$ cat src/rtl/seq_decoder38_pulse.sv
`default_nettype none
// ============================================================================
//  Module      : seq_decoder38_pulse
//  Description : Buffers 3-bit codes in a 2-deep FIFO and replays each one as
//                a HOLD-cycle one-hot pulse followed by GAP idle cycles.
//  Revision    : 1.0  initial release
// ============================================================================
module seq_decoder38_pulse #(
  parameter int HOLD = 4,
  parameter int GAP  = 1
) (
  input  logic       Clock,
  input  logic       Reset,
  input  logic [2:0] Code,
  input  logic       Valid,
  output logic       Ready,
  input  logic       notEN,
  output logic [7:0] Output,
  output logic       Busy,
  output logic [1:0] Count
);

  typedef enum logic [1:0] {
    ST_IDLE = 2'd0,
    ST_HOLD = 2'd1,
    ST_GAP  = 2'd2
  } state_t;

  localparam logic [7:0] c_hold_reload = 8'(HOLD - 1);
  localparam logic [7:0] c_gap_reload  = (GAP > 0) ? 8'(GAP - 1) : 8'd0;
  localparam logic       c_has_gap     = (GAP > 0);

  state_t     state_q, state_d;
  logic [7:0] cnt_q, cnt_d;
  logic [7:0] out_q, out_d;
  logic [2:0] fifo_q [2];
  logic [2:0] fifo_d [2];
  logic       rd_ptr_q, rd_ptr_d;
  logic       wr_ptr_q, wr_ptr_d;
  logic [1:0] count_q, count_d;

  logic       w_push;
  logic       w_pop;
  logic       w_load;
  logic       w_avail;
  logic [2:0] w_head;

  // Ready looks only at registered occupancy, so a same-cycle pop never raises it.
  assign Ready   = ~Reset & ~notEN & (count_q != 2'd2);
  assign w_push  = Valid & Ready;
  assign w_avail = (count_q != 2'd0);
  assign w_head  = fifo_q[rd_ptr_q];

  always_comb begin
    state_d = state_q;
    cnt_d   = cnt_q;
    out_d   = out_q;
    w_load  = 1'b0;

    case (state_q)
      ST_IDLE: begin
        if (w_avail) begin
          w_load = 1'b1;
        end
      end
      ST_HOLD: begin
        if (cnt_q == 8'd0) begin
          if (c_has_gap) begin
            out_d   = 8'h00;
            state_d = ST_GAP;
            cnt_d   = c_gap_reload;
          end else if (w_avail) begin
            w_load = 1'b1;
          end else begin
            out_d   = 8'h00;
            state_d = ST_IDLE;
          end
        end else begin
          cnt_d = cnt_q - 8'd1;
        end
      end
      ST_GAP: begin
        if (cnt_q == 8'd0) begin
          if (w_avail) begin
            w_load = 1'b1;
          end else begin
            state_d = ST_IDLE;
          end
        end else begin
          cnt_d = cnt_q - 8'd1;
        end
      end
      default: begin
        state_d = ST_IDLE;
        out_d   = 8'h00;
        cnt_d   = 8'd0;
      end
    endcase

    if (w_load) begin
      out_d   = 8'(1) << w_head;
      cnt_d   = c_hold_reload;
      state_d = ST_HOLD;
    end

    // Disable aborts any pulse in flight; nothing partial is resumed later.
    if (notEN) begin
      state_d = ST_IDLE;
      out_d   = 8'h00;
      cnt_d   = 8'd0;
      w_load  = 1'b0;
    end
  end

  assign w_pop = w_load;

  always_comb begin
    fifo_d   = fifo_q;
    wr_ptr_d = wr_ptr_q;
    rd_ptr_d = rd_ptr_q;
    count_d  = count_q;

    if (w_push) begin
      fifo_d[wr_ptr_q] = Code;
      wr_ptr_d         = ~wr_ptr_q;
    end
    if (w_pop) begin
      rd_ptr_d = ~rd_ptr_q;
    end
    count_d = count_q + {1'b0, w_push} - {1'b0, w_pop};

    if (notEN) begin
      wr_ptr_d = 1'b0;
      rd_ptr_d = 1'b0;
      count_d  = 2'd0;
    end
  end

  always_ff @(posedge Clock) begin
    if (Reset) begin
      state_q   <= ST_IDLE;
      cnt_q     <= 8'd0;
      out_q     <= 8'h00;
      fifo_q[0] <= 3'd0;
      fifo_q[1] <= 3'd0;
      rd_ptr_q  <= 1'b0;
      wr_ptr_q  <= 1'b0;
      count_q   <= 2'd0;
    end else begin
      state_q  <= state_d;
      cnt_q    <= cnt_d;
      out_q    <= out_d;
      fifo_q   <= fifo_d;
      rd_ptr_q <= rd_ptr_d;
      wr_ptr_q <= wr_ptr_d;
      count_q  <= count_d;
    end
  end

  assign Output = out_q;
  assign Count  = count_q;
  assign Busy   = (state_q != ST_IDLE) | (count_q != 2'd0);

endmodule
`default_nettype wire

$ cat config.mk
export PLATFORM = sky130hd
export DESIGN_NAME = seq_decoder38_pulse
export DESIGN_NICKNAME = d
export VERILOG_FILES = /design/src/rtl/seq_decoder38_pulse.sv
export SDC_FILE = /design/constraint.sdc
export NUM_CORES = 1
export LEC_CHECK = 0
export CORE_MARGIN = 8
export CORE_UTILIZATION = 55
export DETAILED_ROUTE_END_ITERATION = 7
export PLACE_DENSITY = 0.8
export RECOVER_POWER = 25
export SETUP_SLACK_MARGIN = 0.3
export SYNTH_ARGS = -nofsm -noshare
export SYNTH_HDL_FRONTEND = slang
export SYNTH_SLANG_ARGS = --single-unit
$ cat constraint.sdc
create_clock -name Clock -period 5.2 [get_ports Clock]
set_clock_uncertainty 0.15 [all_clocks]
set_input_delay 0.52 -clock Clock [delete_from_list [all_inputs] [get_ports Clock]]
set_output_delay 0.52 -clock Clock [all_outputs]
set_load 0.01 [all_outputs]
### After elaboration in Yosys (flattened, before gate mapping)

Index checks and enable logic that the tools add are counted.

* bits in registers: 28
* input bits: 7
* output and inout port bits: 12
* logic and storage cells: 76

* add/sub/neg operators: 3
* magnitude comparators: 3
* eq/ne operators: 13
* shift operators: 1
* multiplexer cells: 22
* bitwise gates (word level): 11
* reductions and logical operators: 13

Operator list (count)
* 8-bit two-way mux: 4
* 8-bit case mux with 3 select lines: 1
* 8-bit case mux with 2 select lines: 1
* 3-bit two-way mux: 4
* 2-bit inequality test, second input constant: 6
* 3-bit inequality test, second input constant: 4
* 8-bit logical NOT: 1
* 2-bit two-way mux: 4
* 4-bit AND reduction: 2
* 1-bit by 3-bit << shifter with 8-bit output, first input constant: 1
* 8-bit by 1-bit subtractor with 8-bit output, second input constant: 1
* 6-bit bitwise mux: 1
* 2-bit case mux with 3 select lines: 1
* 2-bit AND reduction: 3
* 1-bit inverter: 5
* 2-bit greater-or-equal comparator, second input constant: 2
* 1-bit two-way mux: 4
* 1-bit inverter with 2-bit output: 2
* 2-bit nonzero test: 2
* 2-bit OR reduction: 2
* 1-bit AND: 3
* 3-bit demux with 1-bit select: 1
* 3-bit OR reduction: 1
* 2-bit by 1-bit adder with 2-bit output: 1
* other kinds (9): 9

### Depth between registers and ports, before layout

* depth after elaboration: 6
* depth in mapped cells: 12
* depth with buffers taken out: 11

### Worst setup path before layout

OpenSTA, ideal clock, no wires.

* path kind: register to register
* start: register cnt_q[0]
* end: register count_q[1], in the netlist Count[1]
* library setup time: 0.126 ns
* arrival: 2.210 ns
* data required time: 4.924 ns
* slack: 2.714 ns
* cell stages (with the launch flop): 13
* path buffers: 1
* clock period less this slack: 2.486 ns
* cells stage by stage: dfxtp_1 > inv_1 > ha_1 > nor4bb_4 > a21oi_2 > buf_4 > nor3_1 > ha_1 > inv_1 > ha_1 > xor2_1 > xnor2_1 > nor2_1

* cells in the longest elaborated chain, start to end: 5

RTL lines
* from (decl): RTL line 34 `logic [7:0] cnt_q, cnt_d;`
* from (signal assigned): RTL line 151 `cnt_q <= cnt_d;`
* 8-bit logical NOT: RTL line 67, 83
* 1-bit two-way mux: RTL line 83 `if (cnt_q == 8'd0) begin`
* 1-bit case mux with 2 select lines: RTL line 60 `case (state_q)`
* 1-bit two-way mux: RTL line 107 `if (notEN) begin`
* via w_load: RTL line 44 `logic w_load;`
* 2-bit by 1-bit subtractor with 2-bit output: RTL line 130 `count_d = count_q + {1'b0, w_push} - {1'b0, w_pop};`
* to (signal assigned): RTL line 156 `count_q <= count_d;`
* to (decl): RTL line 40 `logic [1:0] count_q, count_d;`

The timed path passes the listed nets, and every way through them passes these cells.
A chain may end at the register's enable or synchronous reset.

### Worst setup path in the final report

* start: input port Reset
* end: output port Ready

* cells in the longest elaborated chain, start to end: 3

RTL lines
* from (decl): RTL line 13 `input logic Reset,`
* 1-bit inverter: RTL line 49 `assign Ready = ~Reset & ~notEN & (count_q != 2'd2);`
* 1-bit AND (2 in a row): RTL line 49
* to (decl): RTL line 16 `output logic Ready,`

Every way passes these cells.

==> results_dict.tcl <==
set metrics [dict create \
    outcome "completed" \
    busiest_layer "met2" \
    drive_gt1_frac 0.120 \
    hold_path.class "reg2reg" \
    path_clk_slew_ns 0.15 \
    fin_nets 182 \
    row_count 18 \
    yosys.area_share.xor_xnor 0.0365 \
    yosysWarnings 0 \
    fin_setup_tns_ns 0 \
    vdd.ir_drop.worst_v 0.000199 \
    wirelength_mm 3.10 \
    root_buffer "clkbuf_4" \
    hold_violations 0 \
    final_cells 197 \
    gr-usage-met1 0.170 \
    grt_pass1_vias 1231 \
    cts_tree "built" \
    grt_max_degree 17 \
    yosys.area.top_type "dfxtp_1" \
    antenna_found_initial 0 \
    met2_usage 0.265 \
    slew_violations 0 \
    cp.arrival_ns 2.29 \
    synth_fp_nets 164 \
    clkSinkCount 28 \
    drt_iter0_drc 63 \
    synth_cell_type_count 45 \
    yosys.area_share.simple 0.201 \
    tightest_slew_ns 0.827 \
    cp_slowest_cell "dlygate4sd3_1" \
    cts_buffers 3 \
    synth-compound-area-share 0.211 \
    dp_cells 193 \
    setup_viol 0 \
    place_congestion 0.758 \
    netlist_area_um2 1440 \
    hpwl_mm 2.42 \
    start_util 0.582 \
    final_util 0.682 \
    vias_per_cell 6.09 \
    synth_edf_count 0 \
    fmax_mhz 337 \
    chipHeight_um 67.2 \
    grt.total_usage 0.148 \
    p_leak_uw 0.000642 \
    grt_first_pass_wirelength_mm 5.38 \
    synth_cells 150 \
    grt.overflow.total 0 \
    cts_resized 0 \
    p_per_area_nw_per_um2 240 \
    top_level_ports 19 \
    worst_setup_path_end_kind "output pin" \
    holdBufCountCts 0 \
    final_area_um2 1690 \
    drc 0 \
    path_cells "dlygate4sd3_1, nor2_1, and2_1, clkdlybuf4s50_1" \
    preCtsSetupSlack_ns 2.33 \
    drtAntennaViolNets 0 \
    clk_latency_ns 0.33 \
    crit_type "in2out" \
    yosysSeqAreaShare 0.389 \
    synthToLayoutAreaGrowth_pct 17.2 \
    dieArea_um2 4510 \
    fin_crit_sh 0.570 \
    grt_setup_unrepaired "false" \
    async_flop_share 0 \
    crit_path_start_kind "primary input" \
    post-cts-setup-buffers 0 \
    crit_family "buffers and inverters" \
    synth_area_leaders "dfxtp_1, ha_1, a22o_1" \
    vias 1199 \
    wl_per_cell_um 15.8 \
    crit_fanout 8 \
    slowest_delay_ns 0.63 \
    muxShareOfSynthArea 0.0573 \
    period_needed_ns 2.96 \
    htreeDepth 1 \
    diodes 0 \
    clock_path_buffers 2 \
    port_buffers 18 \
    synth_top_cell_area_share 0.389 \
    met3_usage 0.0348 \
    postPlaceCellArea_um2 1640 \
    max_slew_margin 0.448 \
    synth_flop_cell "dfxtp_1" \
    coreArea_um2 2480 \
    synth.avg_cell_area_um2 9.61 \
    worstPathRequired_ns 4.53 \
    die_x_um 67.2 \
    cap_violations 0 \
    yosys_register_bits 28 \
    setup_slack_ns 2.24 \
    synth_top_family_by_area "compound AO/OA/AOI/OAI gates" \
    synth_fa_ha_area_frac 0.0608 \
    first_pass_iters 4 \
    fillers 213 \
    worst-path-buf-inv 2 \
]
metal layers:
metal  vias up  part of all wire  routed length, um
met1       582              0.46               1430
met5         -                 0                  0
met2        28              0.48               1500
li1        585                 -                  -
met4         0             0.011                 33
met3         4             0.045                139
flip-flops by register name, summed over array words and instances, names as in the netlist:
| name | count |
|---|---|
| Output | 8 |
| cnt_q | 8 |
| fifo_q | 6 |
| Count | 2 |
| state_q | 2 |
| rd_ptr_q | 1 |
| wr_ptr_q | 1 |
cells by family after synthesis:
logic type	after synthesis
AND/OR/NAND/NOR	47
AO/OA/AOI/OAI	38
flip-flops	28
buffers and inverters	16
multiplexers	8
adder cells (fa/ha/maj)	7
XOR/XNOR	6
tightest hold or removal path: cells and delay by family (launching register included):
kind,cells,cell delay (ns)
AO/OA/AOI/OAI,1,0.05
flip-flops,1,0.36
AND/OR/NAND/NOR,1,0.06
per-stage QoR:
stage	hold WS, ns	total power [uW]
detailed placement	0.317	263
finish	0.343	405
CTS	0.340	406
global route	0.381	416
global placement	0.316	261
floorplan	0.294	249
cells in the mapped netlist, types with 2 or more instances:
| master | number |
|---|---|
| mux2_2 | 2 |
| nand3_1 | 3 |
| nor2_1 | 12 |
| nor4_1 | 2 |
| a21oi_1 | 6 |
| nand4_1 | 2 |
| o21ai_0 | 3 |
| a211oi_1 | 3 |
| dfxtp_1 | 28 |
| xnor2_1 | 5 |
| inv_1 | 11 |
| clkbuf_1 | 4 |
| or2_2 | 2 |
| o32ai_1 | 4 |
| ha_1 | 7 |
| a21oi_2 | 2 |
| a22o_1 | 8 |
| mux2i_1 | 6 |
| nand2b_1 | 4 |
| and2_1 | 2 |
| nor3_1 | 5 |
| nand2_1 | 5 |
| a31o_2 | 2 |
placed cells by master, fill, tap and decap left out, types with 3 or more instances in the layout:
master / n
a211oi_1: 3
a21oi_1: 6
a22o_1: 8
clkbuf_4: 3
clkdlybuf4s50_1: 9
dfxtp_1: 28
dlygate4sd3_1: 9
ha_1: 7
inv_1: 11
mux2i_1: 6
nand2_1: 5
nand2b_1: 4
nand3_1: 3
nor2_1: 12
nor3_1: 5
o21ai_0: 3
o32ai_1: 4
xnor2_1: 5
power by group:
part           leakage (uW)  internal, uW  switching (uW)
logic              0.000389          17.6            20.8
registers          0.000226           217            3.14
clock network     0.0000279          78.0            67.8
path summary, 6_finish.rpt:
| kind | from | end | slack (ns) | cells after the start |
|---|---|---|---|---|
| max | Reset | Ready | 2.24 | 4 |
| min | wr_ptr_q | wr_ptr_q | 0.34 | 2 |
| max reg2reg | cnt_q[0] | Count[1] | 2.38 | 11 |
| min reg2reg | wr_ptr_q | wr_ptr_q | 0.34 | 2 |
cell type report:
class,count,area [um2],share of cell area
repair buffers,18,180,0.107
multi-input cells,106,817,0.484
flip-flops and latches,28,561,0.332
clock inverters,1,30.0,0.0178
well taps,30,37.5,0.0222
inverters,11,41.3,0.0244
clock buffers,3,22.5,0.0133
Power figures use the tool's default switching activity.
